**config.mk**
```make
export PLATFORM = sky130hd
export DESIGN_NAME = mem_bus_arbiter
export DESIGN_NICKNAME = d
export VERILOG_FILES = /design/src/rtl/mem_bus_arbiter.sv
export SDC_FILE = /design/constraint.sdc
export NUM_CORES = 1
export LEC_CHECK = 0
export ABC_AREA = 1
export CAP_MARGIN = 25
export CORE_AREA = 2 2 301 303
export CTS_CLUSTER_DIAMETER = 100
export CTS_CLUSTER_SIZE = 28
export DETAILED_ROUTE_END_ITERATION = 6
export DIE_AREA = 0 0 303 305
export PLACE_DENSITY = 0.33
export SKIP_CTS_REPAIR_TIMING = 1
export SYNTH_ARGS = -nofsm -noshare
export SYNTH_HDL_FRONTEND = slang
export SYNTH_SLANG_ARGS = --single-unit
```
**constraint.sdc**
```tcl
create_clock -name clk -period 2.85 [get_ports clk]
set_clock_uncertainty 0.2 [all_clocks]
set_input_delay 0.855 -clock clk [delete_from_list [all_inputs] [get_ports clk]]
set_output_delay 0.855 -clock clk [all_outputs]
set_load 0.02 [all_outputs]
```
**src/rtl/mem_bus_arbiter.sv**
```systemverilog
// Shares one main-memory port between the I-cache and D-cache refill paths.
// D has fixed priority; a run counter forces an I grant after MAX_D_RUN
// consecutive D grants taken while I was waiting. One transaction in flight.
module mem_bus_arbiter #(
  parameter int unsigned ADDR_W    = 28,
  parameter int unsigned LINE_W    = 128,
  parameter int unsigned MAX_D_RUN = 4,
  parameter int unsigned CNT_W     = 16
) (
  input  logic              clk,
  input  logic              rst,
  input  logic              ic_read,
  input  logic [ADDR_W-1:0] ic_addr,
  output logic [LINE_W-1:0] ic_rdata,
  output logic              ic_ready,
  input  logic              dc_read,
  input  logic              dc_write,
  input  logic [ADDR_W-1:0] dc_addr,
  input  logic [LINE_W-1:0] dc_wdata,
  output logic [LINE_W-1:0] dc_rdata,
  output logic              dc_ready,
  output logic              mem_read,
  output logic              mem_write,
  output logic [ADDR_W-1:0] mem_addr,
  output logic [LINE_W-1:0] mem_wdata,
  input  logic [LINE_W-1:0] mem_rdata,
  input  logic              mem_ready,
  output logic [CNT_W-1:0]  i_grant_cnt,
  output logic [CNT_W-1:0]  d_grant_cnt
);

  localparam int unsigned RunW = $clog2(MAX_D_RUN + 1);
  localparam logic [RunW-1:0] RunMax = RunW'(MAX_D_RUN);

  typedef enum logic [1:0] {StIdle, StGrantI, StGrantD, StRelease} state_e;

  state_e              state_q;
  logic [RunW-1:0]     d_run_q;
  logic                mem_read_q;
  logic                mem_write_q;
  logic [ADDR_W-1:0]   mem_addr_q;
  logic [LINE_W-1:0]   mem_wdata_q;
  logic [CNT_W-1:0]    i_cnt_q;
  logic [CNT_W-1:0]    d_cnt_q;

  logic d_req;
  logic force_i;

  assign d_req   = dc_read | dc_write;
  // I has waited through a full run of D grants: it wins this arbitration.
  assign force_i = ic_read && (d_run_q == RunMax);

  // Arbitration FSM with registered memory strobes, run tracking and grant counters
  always_ff @(posedge clk) begin
    if (!rst) begin
      state_q     <= StIdle;
      d_run_q     <= '0;
      mem_read_q  <= 1'b0;
      mem_write_q <= 1'b0;
      mem_addr_q  <= '0;
      mem_wdata_q <= '0;
      i_cnt_q     <= '0;
      d_cnt_q     <= '0;
    end else begin
      unique case (state_q)
        StIdle: begin
          if (d_req && !force_i) begin
            state_q     <= StGrantD;
            mem_addr_q  <= dc_addr;
            // Write wins when both are raised; the D-cache re-requests the read.
            mem_write_q <= dc_write;
            mem_read_q  <= ~dc_write;
            mem_wdata_q <= dc_write ? dc_wdata : '0;
            if (!ic_read) begin
              d_run_q <= '0;
            end else if (d_run_q != RunMax) begin
              d_run_q <= d_run_q + RunW'(1);
            end
            if (d_cnt_q != '1) d_cnt_q <= d_cnt_q + CNT_W'(1);
          end else if (ic_read) begin
            state_q     <= StGrantI;
            mem_addr_q  <= ic_addr;
            mem_read_q  <= 1'b1;
            mem_write_q <= 1'b0;
            mem_wdata_q <= '0;
            d_run_q     <= '0;
            if (i_cnt_q != '1) i_cnt_q <= i_cnt_q + CNT_W'(1);
          end
        end
        StGrantI, StGrantD: begin
          // Strobes stay up until memory answers, even if the request is dropped.
          if (mem_ready) begin
            mem_read_q  <= 1'b0;
            mem_write_q <= 1'b0;
            state_q     <= StRelease;
          end
        end
        StRelease: begin
          state_q <= StIdle;
        end
        default: begin
          state_q <= StIdle;
        end
      endcase
    end
  end

  // Completion is forwarded combinationally to the current owner only
  always_comb begin
    ic_ready = (state_q == StGrantI) && mem_ready;
    dc_ready = (state_q == StGrantD) && mem_ready;
    ic_rdata = ic_ready ? mem_rdata : '0;
    dc_rdata = dc_ready ? mem_rdata : '0;
  end

  assign mem_read    = mem_read_q;
  assign mem_write   = mem_write_q;
  assign mem_addr    = mem_addr_q;
  assign mem_wdata   = mem_wdata_q;
  assign i_grant_cnt = i_cnt_q;
  assign d_grant_cnt = d_cnt_q;

endmodule
```
==> reports/qor.csv <==
stage,metric,value,unit
clocking,Clock Latency Late Sink,0.50,ns
critical_path,crit path kind,flop to primary output,
synth,leading area contributor after synthesis,dfxtp_1,
global_routing,total congestion overflow,0,
final_layout,final layout net count,2564,
global_routing,Total GRT Usage,0.133,
critical_path,CP bufs+invs,5,
critical_path,cell family with most CP delay,buffers and inverters,
critical_path,WP data required,1.80,ns
power,peak supply drop,0.000443,V
synth,Post-synth EDFFs,0,
global_routing,vias in the first global route,12100,
final_layout,layout overhead on the synthesized area,113,%
status,violated checks,"DRC, setup timing",
global_routing,largest net degree at the start of global routing,54,
detailed_routing,detailed-route DRC error count,55,
synth,Mean Syn Cell Area,6.69,µm²
synth,Area contributors post-synth,"dfxtp_1 41%, nor2_1 18%, a22oi_1 10%",
critical_path,slowest cell delay on critical path,0.37,ns
clocking,Clock Sinks,195,
detailed_routing,DR pass1 iterations,7,
detailed_routing,DR vias,12300,
sta,RSZ-0062 raised after global routing,true,
clocking,CTS tree,done,
global_routing,met3 GRT Util,0.0530,
hold_path,Min-Delay Path Class,flop to flop,
sta,final slew viol count,0,
synth,sequential share of the synthesized area,0.410,
die,Die Y,305,µm
sta,Tcrit/Tclk final,1.03,
detailed_routing,First DRT Iteration DRCs,716,
sta,worst hold margin,0.290,ns
placement,placed cell area,19300,µm²
synth,"Top FF cell, synth",dfxtp_1,
final_layout,Final Non-Filler Cells,3433,
die,Die W,303,µm
critical_path,CP startpoint kind,flop,
synth,Ys Warns,0,
clocking,Longest Clk Path Bufs,2,
clocking,H-Tree Depth,4,
placement,final RePlAce weighted congestion,0.880,
sta,Tmin final,2.93,ns
sta,Final setup viols,82,
global_routing,M2 GR Usage,0.251,
synth,"count leader, synth",nor2_1,
die,I/O Pins,766,
critical_path,crit-path cells,inv_4 -> ha_4 -> nand2_8 -> buf_8 -> buf_4 -> buf_8 -> nor2_2 -> buf_4,
sta,final setup margin,-0.0806,ns
detailed_routing,final WL,66.0,mm
global_routing,initial antenna violation count,29,
detailed_routing,remaining antenna violation count,0,
critical_path,arrival time worst endpoint,1.88,ns
global_routing,global-route wire length before repair,87.6,mm
synth,"FFs w/ async S/R, synth",0,
die,Starting Density,0.107,
synth,"top cells by count, synth","457 x nor2_1, 211 x inv_1, 195 x dfxtp_1",
global_routing,GRT met1 Usage,0.128,
sta,Max Fclk,341,MHz
synth,synthesized area,9520,µm²
final_layout,design area,20300,µm²
synth,syn nets,1749,
sta,actual slew at the worst max-slew pin,0.921,ns
detailed_routing,drt wl/cell,19.2,µm
placement,Post-Place Cells,3375,
synth,post-synthesis cell count,1423,
placement,IO Port Bufs,765,
critical_path,worst-path maximum fanout,7,
detailed_routing,vias per cell,3.59,
critical_path,CP Capture Type,primary output,
die,Core ar.,89300,µm²
clocking,"CTS clk-pin slew, worst paths",0.08,ns
synth,synthesized flop and latch total,195,
sta,Hold Fails Final Rpt,0,
die,Die Area,92400,µm²
power,Static Leak,9.33,nW
sta,Slew HR,0.386,
final_layout,fraction of layout instances using a drive strength above 1,0.225,
power,total chip power,0.0126,W
synth,share of the synthesized area in the top cell type,0.410,
critical_path,"Slowest-stage cell, CP",dfxtp_4,
global_routing,Most Crowded Layer GR,met2,
clocking,total CTS buffers,17,
placement,HPWL after detailed placement,53.7,mm
clocking,Root Buffer,clkbuf_16,
die,Rows,110,
power,power per cell area,622,nW/µm²
flow_run,max-cap violations,0,
synth,Netlist cell types,27,
status,status,finished with violations,
through the flow:
| stage | utilization | TNS [ns] | setup WS, ns |
|---|---|---|---|
| after floorplan | - | 0 | 0.130 |
| after global placement | 0.216 | -221.65 | -1.02 |
| after detailed placement | 0.216 | -224.49 | -1.03 |
| after CTS | 0.223 | -225.27 | -1.03 |
| after global routing | 0.227 | -15.22 | -0.139 |
| final | 0.227 | -1.95 | -0.0806 |
state kept, by name (all words and copies together), names as in the netlist:
name,count
mem_addr,28
mem_read,1
d_grant_cnt,16
state_q,2
i_grant_cnt,16
mem_wdata,128
d_run_q,3
mem_write,1
cells in the final DEF, fill, tap and decap left out, drive strengths merged, types with 8 or more instances in the layout:
| cell | instances |
|---|---|
| buf | 318 |
| a22oi | 128 |
| inv | 221 |
| o211ai | 28 |
| ha | 8 |
| nor2 | 461 |
| nand2 | 177 |
| dfxtp | 195 |
| clkdlybuf4s50 | 483 |
| dlymetal6s2s | 36 |
| nand3 | 66 |
| clkbuf | 70 |
| a21oi | 26 |
| o21ai | 9 |
final cells by class:
type                    count  area [µm²]
flip-flops and latches    195        3910
repair buffers            890        8690
well taps                1176        1470
multi-input cells         922        4760
fillers                  9948       69100
clock inverters            15         185
diodes                      6        15.0
clock buffers              17         425
inverters                 212         801
report_power, final:
group	internal (W)	switching, W	total (W)
sequential	0.00313	0.000261	0.00339
combinational	0.00290	0.00364	0.00655
clock	0.00127	0.00140	0.00267
final timing paths:
check,from,endpoint,slack [ns],cells after the start
setup / recovery,state_q[0],dc_rdata[84],-0.08,8
hold / removal,d_run_q[1],d_run_q[1],0.29,2
setup reg to reg,i_grant_cnt[0],i_grant_cnt[10],0.59,9
hold reg to reg,d_run_q[1],d_run_q[1],0.29,2
tightest hold or removal path: cells and delay by family (launching register included):
kind | cells | cell delay, ns
AOI/OAI and AO/OA | 1 | 0.06
and+or+nand+nor | 1 | 0.06
DFF | 1 | 0.33
logic make-up (layout without fill, tap and decap cells):
| family | count (synthesis) | in the layout | share of synthesized area |
|---|---|---|---|
| buffers and inverters | 307 | 1134 | 0.136 |
| adder cells (fa/ha/maj) | 8 | 8 | 0.0105 |
| XOR/XNOR | 6 | 6 | 0.00552 |
| flip-flops | 195 | 195 | 0.410 |
| other | 0 | 6 | 0 |
| AND/OR/NAND/NOR | 715 | 716 | 0.296 |
| AO/OA/AOI/OAI | 192 | 192 | 0.142 |
routing by layer:
metal,share of wire,vias up,wire length (µm)
met5,0.0012,-,77
met4,0.025,10,1670
met3,0.093,79,6140
met2,0.53,531,35000
met1,0.35,5626,23100
li1,-,6091,-
Power figures use the tool's default switching activity.
